<file path="config.mk">
export PLATFORM = sky130hd
export DESIGN_NAME = uart_baud_gen_frac
export DESIGN_NICKNAME = d
export VERILOG_FILES = /design/src/rtl/uart_pkg.sv /design/src/rtl/uart_baud_frac_acc.sv /design/src/rtl/uart_baud_gen_frac.sv
export SDC_FILE = /design/constraint.sdc
export NUM_CORES = 1
export LEC_CHECK = 0
export BUFFER_PORTS_ARGS = -buffer_cell sky130_fd_sc_hd__buf_2
export CAP_MARGIN = 20
export CORE_ASPECT_RATIO = 1.1
export CORE_MARGIN = 2
export CORE_UTILIZATION = 35
export CTS_CLUSTER_SIZE = 28
export DETAILED_ROUTE_END_ITERATION = 8
export PLACE_DENSITY = 0.67
export SLEW_MARGIN = 15
export SYNTH_ARGS = -nofsm -noshare
export SYNTH_HDL_FRONTEND = slang
export SYNTH_SLANG_ARGS = --single-unit
</file>
<file path="constraint.sdc">
create_clock -name clk -period 4.8 [get_ports clk]
set_clock_uncertainty 0.2 [all_clocks]
set_input_delay 0.48 -clock clk [delete_from_list [all_inputs] [get_ports clk]]
set_output_delay 0.48 -clock clk [all_outputs]
set_load 0.02 [all_outputs]
</file>
<file path="src/rtl/uart_pkg.sv">
// Shared UART constants and the divisor record exchanged with the APB register bank.
package uart_pkg;

  localparam int UART_BAUD_W   = 13;
  localparam int UART_FRAC_W   = 3;
  localparam int UART_OVS_LOG2 = 4;

  typedef struct packed {
    logic [UART_BAUD_W-1:0] baud_val;
    logic [UART_FRAC_W-1:0] baud_frac;
  } uart_div_t;

endpackage

</file>
<file path="src/rtl/uart_baud_frac_acc.sv">
// Fractional phase accumulator for the baud generator; the carry stretches the next period by one cycle.
module uart_baud_frac_acc
  import uart_pkg::*;
#(
  parameter int FRAC_W = UART_FRAC_W
) (
  input  logic              i_clk,
  input  logic              i_reset,
  input  logic              i_clr,
  input  logic              i_reload,
  input  logic [FRAC_W-1:0] i_frac,
  output logic              o_carry
);

  logic [FRAC_W-1:0] r_acc;
  logic [FRAC_W:0]   w_sum;

  assign w_sum   = {1'b0, r_acc} + {1'b0, i_frac};
  assign o_carry = w_sum[FRAC_W];

  // accumulator advances only on a reload; clear realigns the fractional phase
  always_ff @(posedge i_clk) begin
    if (i_reset) begin
      r_acc <= {FRAC_W{1'b0}};
    end else if (i_clr) begin
      r_acc <= {FRAC_W{1'b0}};
    end else if (i_reload) begin
      r_acc <= w_sum[FRAC_W-1:0];
    end else begin
      r_acc <= r_acc;
    end
  end

endmodule

</file>
<file path="src/rtl/uart_baud_gen_frac.sv">
// Fractional UART baud-rate generator: oversample tick, bit-rate pulse and phase count.
// Optional fractional path selected by the macro UART_BAUD_FRAC_EN.
module uart_baud_gen_frac
  import uart_pkg::*;
#(
  parameter int BAUD_W   = UART_BAUD_W,
  parameter int FRAC_W   = UART_FRAC_W,
  parameter int OVS_LOG2 = UART_OVS_LOG2
) (
  input  logic                clk,
  input  logic                reset,
  input  logic                en,
  input  logic                restart,
  input  logic [BAUD_W-1:0]   baud_val,
  input  logic [FRAC_W-1:0]   baud_frac,
  output logic                baud_tick,
  output logic                xmit_pulse,
  output logic [OVS_LOG2-1:0] phase
);

`ifdef UART_BAUD_FRAC_EN
  // one extra bit so baud_val all-ones plus carry does not wrap to zero
  localparam int CNT_W = BAUD_W + 1;
`else
  localparam int CNT_W = BAUD_W;
`endif

  logic [CNT_W-1:0]    r_cnt;
  logic [OVS_LOG2-1:0] r_phase;
  logic                r_tick;
  logic                r_xmit;
  logic                w_reload;
  logic [CNT_W-1:0]    w_load;

  assign w_reload = en & (r_cnt == {CNT_W{1'b0}});

`ifdef UART_BAUD_FRAC_EN
  logic w_carry;

  uart_baud_frac_acc #(
    .FRAC_W (FRAC_W)
  ) u_acc (
    .i_clk    (clk),
    .i_reset  (reset),
    .i_clr    (restart),
    .i_reload (w_reload),
    .i_frac   (baud_frac),
    .o_carry  (w_carry)
  );

  assign w_load = {1'b0, baud_val} + {{BAUD_W{1'b0}}, w_carry};
`else
  logic w_unused_frac;

  assign w_unused_frac = ^baud_frac;
  assign w_load        = baud_val;
`endif

  // counter, phase and output registers with reset > restart > en priority
  always_ff @(posedge clk) begin
    if (reset) begin
      r_cnt   <= {CNT_W{1'b0}};
      r_phase <= {OVS_LOG2{1'b0}};
      r_tick  <= 1'b0;
      r_xmit  <= 1'b0;
    end else if (restart) begin
      r_cnt   <= CNT_W'(baud_val);
      r_phase <= {OVS_LOG2{1'b0}};
      r_tick  <= 1'b0;
      r_xmit  <= 1'b0;
    end else if (w_reload) begin
      r_cnt   <= w_load;
      r_phase <= r_phase + OVS_LOG2'(1);
      r_tick  <= 1'b1;
      r_xmit  <= &r_phase;
    end else if (en) begin
      r_cnt   <= r_cnt - CNT_W'(1);
      r_phase <= r_phase;
      r_tick  <= 1'b0;
      r_xmit  <= 1'b0;
    end else begin
      r_cnt   <= r_cnt;
      r_phase <= r_phase;
      r_tick  <= 1'b0;
      r_xmit  <= 1'b0;
    end
  end

  assign baud_tick  = r_tick;
  assign xmit_pulse = r_xmit;
  assign phase      = r_phase;

endmodule

</file>
==> summary.txt, run 1 <==
====================================================================================
Length of routed met3 wiring ..........................................  131 microns
Floorplan die area ....................................................   3515 sq um
Initial antenna violation count .......................................            0
Power per standard cell area .......................................... 294.5 nW/um^2
Synth area leader .....................................................      dfxtp_1
Largest net degree at the start of global routing .....................           16
Combinational fraction of design power ................................        0.247
Maximum ir drop on the vdd rail .......................................  0.0001761 V
NumNets Final .........................................................          166
Synth Flop Type .......................................................      dfxtp_1
Sum Neg Setup Slack ...................................................         0 ns
Die H ................................................................. 61.99 microns
Total number of vias ..................................................         1017
Area of the multi-input gates .........................................  621.8 sq um
Share of the synthesized area in the top cell type ....................       0.3556
Static Leakage ........................................................    0.4878 nW
# Max-Cap Violations ..................................................            0
Switching power .......................................................     116.2 uW
Number of clock buffers inserted by TritonCTS .........................            3
Cell-by-cell listing of the critical path ............................. inv_1, ha_1, nand2_1, nor3_4, a21oi_2, mux2_1, a32o_1
Required @ worst endpoint .............................................      4.81 ns
Outcome ............................................................... complete, no violations
Average detailed-routed wire length per instance ...................... 13.96 microns
Sequential cell fraction of total power ...............................        0.514
Critical Path Fanout Max ..............................................           15
Wire length of the first global-routing pass ..........................     4.188 mm
Vias per inst .........................................................        5.746
Met1 routed wirelength after detailed routing .........................     1.148 mm
Period Utilization, post-route ........................................       0.5318
Achievable Freq .......................................................    391.8 MHz
DRC errors left .......................................................            0
Final max-slew violation count ........................................            0
Type of element launching the critical path ...........................    flip-flop
Syn_area_per_cell .....................................................  8.769 sq um
Gate count of the mapped netlist ......................................          122
Row cnt ...............................................................           21
Horiz. Die Dim ........................................................ 56.71 microns
Initial standard-cell utilization of the core .........................       0.3603
Proportion of synthesized flip-flops having asynchronous set or reset .            0
Worst-Margin Slew .....................................................    0.7032 ns
Cell Int Power ........................................................     236.5 uW
CP max stage delay ....................................................      0.59 ns
Total of warnings raised by yosys .....................................            0
Post-DRT Antenna Nets .................................................            0
Data arrival at the endpoint of the critical path .....................      2.56 ns
Kind of cell adding the most delay to the critical path ............... compound AO/OA/AOI/OAI gates
CTS tree ..............................................................         done
Quantity of I/O buffers inserted on ports .............................           22
Number of enable-type register cells in the synthesized netlist .......            0
Sequential share of the synthesized area ..............................       0.3556
Fill count ............................................................          320
Part of the total power dissipated in the clock network ...............        0.239
Worst-skew pair later-pin latency .....................................      0.31 ns
Post-Syn Nets .........................................................          144
Category of the worst setup path capture point ........................    flip-flop
Worst path slowest cell ...............................................      a21oi_2
Main area contributors after synthesis ................................ dfxtp_1, nor2_1, o211ai_1
Drt first pass iters ..................................................            4
Storage cell area .....................................................  380.4 sq um
Area growth from synthesis to layout ..................................       11.93%
Number of DRC markers in iteration 0 ..................................           37
HPWL after detailed placement .........................................     1.848 mm
Buffer depth of the longest clock path ................................            2
Worst max-slew margin expressed relative to the limit .................       0.5312
Final Hold Vio Count ..................................................            0
Number of antenna repair diodes .......................................            0
Floorplan Core Area ...................................................   2969 sq um
CTS Hold Bufs .........................................................            0
Count of clock tree sinks .............................................           19
Worst setup path category ............................................. flip-flop to flip-flop
Min-Delay Path Class .................................................. primary input to flip-flop
Share of cells above drive strength 1 .................................       0.2448
Leading cell types by count after synthesis ........................... dfxtp_1, nor2_1, nand2_1
Met2 Wirelength .......................................................     1.146 mm
Sum of overflow across all layers after global routing ................            0
Wirelength, routed ....................................................     2.471 mm
Count of state elements after synthesis ...............................           19
Number of buffers inserted by post-CTS setup repair ...................            0
Net Sw Frac ...........................................................       0.3295
Register clock-pin slew on the reported worst setup and hold paths ....      0.11 ns
Count of boundary I/O pins ............................................           26
Total setup violations reported at the end of the flow ................            0
Post-synthesis cell type count ........................................           42
Bufs and invs on worst path ...........................................            1
Max H-tree Level ......................................................            1
Overall Global Routing Usage ..........................................       0.1529
Root Buffer ...........................................................     clkbuf_4
Gp weighted congestion ................................................       0.8136
Vias in the first global route ........................................          975
Post-route minimum period .............................................     2.553 ns
Total of cells resized after clock tree synthesis .....................            0
Post-synth design cell area ...........................................   1070 sq um
Top metal layer carrying routed signals ...............................         met4
Unrepaired setup endpoints after global routing .......................        false
Most frequently used cell type in the post-synthesis netlist ..........      dfxtp_1
Util after Layout .....................................................       0.4033
====================================================================================
## flip-flops by register name, summed over array words and instances (netlist names)
name,cells
r_cnt,13
phase,4
baud_tick,1
xmit_pulse,1
## stage by stage
| stage | setup slack [ns] | cells | instance area [sq um] | total power, mW | hold slack, ns |
|---|---|---|---|---|---|
| floorplan | 2.674 | 122 | 1070 | 0.2527 | 0.2851 |
| global placement | 2.306 | 173 | 1170 | 0.2684 | 0.2765 |
| finish | 2.247 | 177 | 1197 | 0.3527 | 0.2106 |
| detailed placement | 2.280 | 173 | 1170 | 0.2706 | 0.2900 |
| global route | 2.122 | 177 | 1197 | 0.3703 | 0.2378 |
| CTS | 2.253 | 177 | 1197 | 0.3533 | 0.2108 |
## tightest hold or removal path: cells and delay by family
family	cells	cell delay (ns)
buf+inv	1	0.08
compound gates	1	0.04
simple gates	1	0.08
## power by group through the flow
stage | clock network [mW] | registers (mW) | logic (mW)
after floorplan | 0 | 0.182 | 0.0707
after global placement | 0 | 0.184 | 0.0843
after detailed placement | 0 | 0.185 | 0.0861
after CTS | 0.0859 | 0.181 | 0.0865
after global routing | 0.0905 | 0.183 | 0.0965
final | 0.0842 | 0.181 | 0.0870
## worst paths after layout
| check | slack, ns | cells after the start | from | to |
|---|---|---|---|---|
| hold reg to reg | 0.31 | 2 | phase[1]$_SDFFE_PP0P_ | phase[1]$_SDFFE_PP0P_ |
| setup reg to reg | 2.25 | 7 | r_cnt[0]$_SDFFE_PP0P_ | r_cnt[9]$_SDFFE_PP0P_ |
| hold / removal | 0.21 | 3 | baud_val[7] | r_cnt[7]$_SDFFE_PP0P_ |
| setup / recovery | 2.25 | 7 | r_cnt[0]$_SDFFE_PP0P_ | r_cnt[9]$_SDFFE_PP0P_ |
## layout make-up
| class | count | share of cell area |
|---|---|---|
| multi-input combinational | 94 | 0.5193 |
| sequential | 19 | 0.3177 |
| tap | 34 | 0.03553 |
| clock inverter | 1 | 0.004180 |
| clock buffer | 3 | 0.01881 |
| inverter | 4 | 0.01254 |
| timing repair buffer | 22 | 0.09195 |
## routing by layer
layer,vias to the layer above,GRT usage
li1,499,-
met1,481,0.1851
met2,31,0.2708
met4,0,0.07483
met5,-,0
met3,6,0.02277
## cell families after synthesis
kind of cell	after synthesis	synth area share
AOI/OAI and AO/OA	28	0.1930
xor gates and xnor gates	5	0.04093
adders and majority gates	2	0.02339
buffers and inverters	9	0.06314
DFF	19	0.3556
muxes	3	0.02924
and+or+nand+nor	56	0.2947
## cells in the final DEF (no fill, tap or decap), types with 2 or more instances in the layout
master	Yosys	layout
a21oi_1	4	4
and3_1	2	2
buf_2	1	22
clkbuf_4	0	3
dfxtp_1	19	19
ha_1	2	2
inv_1	4	4
mux2i_1	2	2
nand2_1	11	11
nand3_1	7	7
nand4_1	2	2
nor2_1	18	18
nor3_1	2	2
nor3_4	2	2
o211ai_1	6	6
o21ai_0	3	3
o22ai_1	3	3
o311ai_0	2	2
or4_4	2	2
xor2_1	5	5
Note: power is estimated with default switching activity, not from simulation.
==> run 2: changes to the inputs <==
Clock period 4.8 ns to 2.5 ns, I/O delays scaled along.
==> run 2 against run 1 <==
  * Hold slack got worse by 0.19 ns
  * Utilization rose by 3.4 points
  * Cell area rose by 8.4%
  * Critical path type unchanged
  * Largest power group unchanged
  * Highest routed layer unchanged
==> summary.txt, run 2 (synthesis gave the netlist of run 1 again) <==
=================================================================================
Met1 layer usage reported by global route ..........................       0.1877
Count of boundary I/O pins .........................................           26
Final Hold Vio Count ...............................................            0
Floorplan die area .................................................   3515 sq um
Achievable Freq ....................................................    433.7 MHz
Power per standard cell area ....................................... 538.4 nW/um^2
Root Buffer ........................................................     clkbuf_4
Peak-usage layer in the global routing report ......................         met2
Most common cell after layout, fill and taps aside .................        buf_2
Number of antenna repair diodes ....................................            0
Row cnt ............................................................           21
Buffer depth of the longest clock path .............................            2
Global-route track usage on met2 ...................................       0.2741
Flip-flop count of the largest register after layout ...............           13
Cell count after placement .........................................          177
NumNets Final ......................................................          177
Initial antenna violation count ....................................            0
Critical Path Fanout Max ...........................................            6
DRC errors left ....................................................            0
Die H .............................................................. 61.99 microns
Worst-Margin Slew ..................................................    0.6242 ns
Drt first pass iters ...............................................            5
Vias per inst ......................................................        5.649
Data arrival at the endpoint of the critical path ..................      2.35 ns
Count of clock tree sinks ..........................................           19
Type of element launching the critical path ........................    flip-flop
Fill count .........................................................          314
Worst path slowest cell ............................................        or4_1
Fin area ...........................................................   1297 sq um
Worst-skew pair later-pin latency ..................................      0.31 ns
CTS tree ...........................................................         done
Share of cells above drive strength 1 ..............................       0.2532
Period Utilization, post-route .....................................       0.9222
Overall Global Routing Usage .......................................       0.1574
Worst setup path category .......................................... flip-flop to flip-flop
Vias in the first global route .....................................          959
Register clock-pin slew on the reported worst setup and hold paths .      0.12 ns
Total number of vias ...............................................         1062
Sum Neg Setup Slack ................................................         0 ns
Floorplan Core Area ................................................   2969 sq um
Placement Setup Slack ..............................................    0.2447 ns
Area growth from synthesis to layout ...............................       21.29%
Initial standard-cell utilization of the core ......................       0.3603
Worst max-slew margin expressed relative to the limit ..............       0.5824
Cell-by-cell listing of the critical path .......................... or4_1, or4_4, o311a_1, nor3_2
Met3 track demand over resource in global routing ..................      0.02899
Largest register by flop count .....................................        r_cnt
# Max-Cap Violations ...............................................            0
Most used cells in the layout excluding fill and tap cells ......... buf_2, dfxtp_1, nor2_1
Largest net degree at the start of global routing ..................           12
Post-DRT Antenna Nets ..............................................            0
Category of the worst setup path capture point .....................    flip-flop
Gp weighted congestion .............................................       0.7984
Final max-slew violation count .....................................            0
Number of DRC markers in iteration 0 ...............................           56
Average detailed-routed wire length per instance ................... 13.50 microns
Wirelength, routed .................................................     2.538 mm
Number of clock buffers inserted by TritonCTS ......................            3
HPWL after detailed placement ......................................     1.875 mm
Horiz. Die Dim ..................................................... 56.71 microns
Quantity of I/O buffers inserted on ports ..........................           22
Static Leakage .....................................................    0.5368 nW
Total setup violations reported at the end of the flow .............            0
Max H-tree Level ...................................................            1
Post-route minimum period ..........................................     2.306 ns
Unrepaired setup endpoints after global routing ....................        false
Required @ worst endpoint ..........................................      2.54 ns
Total of cells resized after clock tree synthesis ..................            0
DP Area ............................................................   1200 sq um
Final cell count without fillers ...................................          188
Maximum ir drop on the vdd rail ....................................  0.0002710 V
Min-Delay Path Class ............................................... primary input to flip-flop
CP max stage delay .................................................      0.69 ns
Outcome ............................................................ complete, no violations
Sum of overflow across all layers after global routing .............            0
Wire length of the first global-routing pass .......................     4.257 mm
Smallest setup slack after layout ..................................    0.1944 ns
=================================================================================
[run 2: cell count changes in the layout (fill, tap and decap cells not counted), sizes merged]
| cell | before | now |
|---|---|---|
| dlygate4sd3 | 0 | 7 |
| buf | 22 | 26 |
[run 2: repair_timing]
action / CTS / global route
hold buffers: 7 / 0
setup buffers: 0 / 0
endpoints found under the hold margin: 7 / 0
[run 2: final timing paths]
kind | from | endpoint | slack [ns] | cells past startpoint
hold reg to reg | phase[1]$_SDFFE_PP0P_ | phase[1]$_SDFFE_PP0P_ | 0.31 | 2
setup reg to reg | r_cnt[2]$_SDFFE_PP0P_ | r_cnt[7]$_SDFFE_PP0P_ | 0.19 | 4
hold / removal | baud_val[3] | r_cnt[3]$_SDFFE_PP0P_ | 0.02 | 3
setup / recovery | r_cnt[2]$_SDFFE_PP0P_ | r_cnt[7]$_SDFFE_PP0P_ | 0.19 | 4
[run 2: where the power goes]
part	internal, mW	leakage (nW)	switching [mW]
Combinational	0.0862	0.363	0.0990
Clock	0.0599	0.0177	0.105
Sequential	0.324	0.156	0.0245
Total	0.470	0.537	0.229
[run 2: critical path: cells and delay by family (launching register included)]
| kind | cells | cell delay (ns) |
|---|---|---|
| and+or+nand+nor | 3 | 1.34 |
| AOI/OAI and AO/OA | 1 | 0.31 |
| DFF | 1 | 0.37 |
[run 2: layer usage]
layer | vias up | routed length (microns)
met5 | - | 0
met4 | 0 | 63
met3 | 7 | 161
met2 | 39 | 1199
met1 | 495 | 1113
li1 | 521 | -
[run 2: area by class of cell]
type                       count  area (sq um)  area share
inverter                       4         15.01     0.01157
tap                           34         42.54     0.03279
sequential                    19         380.4      0.2932
clock inverter                 1         5.005    0.003857
timing repair buffer          33         210.2      0.1620
multi-input combinational     94         621.8      0.4793
clock buffer                   3         22.52     0.01736
[run 2: through the flow]
stage	total power [mW]	hold WS (ns)	util
global route	0.7369	0.01453	0.4370
finish	0.6986	0.01725	0.4370
detailed placement	0.5287	0.2948	0.4041
CTS	0.7021	0.008487	0.4370
floorplan	0.4852	0.2001	-
global placement	0.5254	0.2758	0.4041
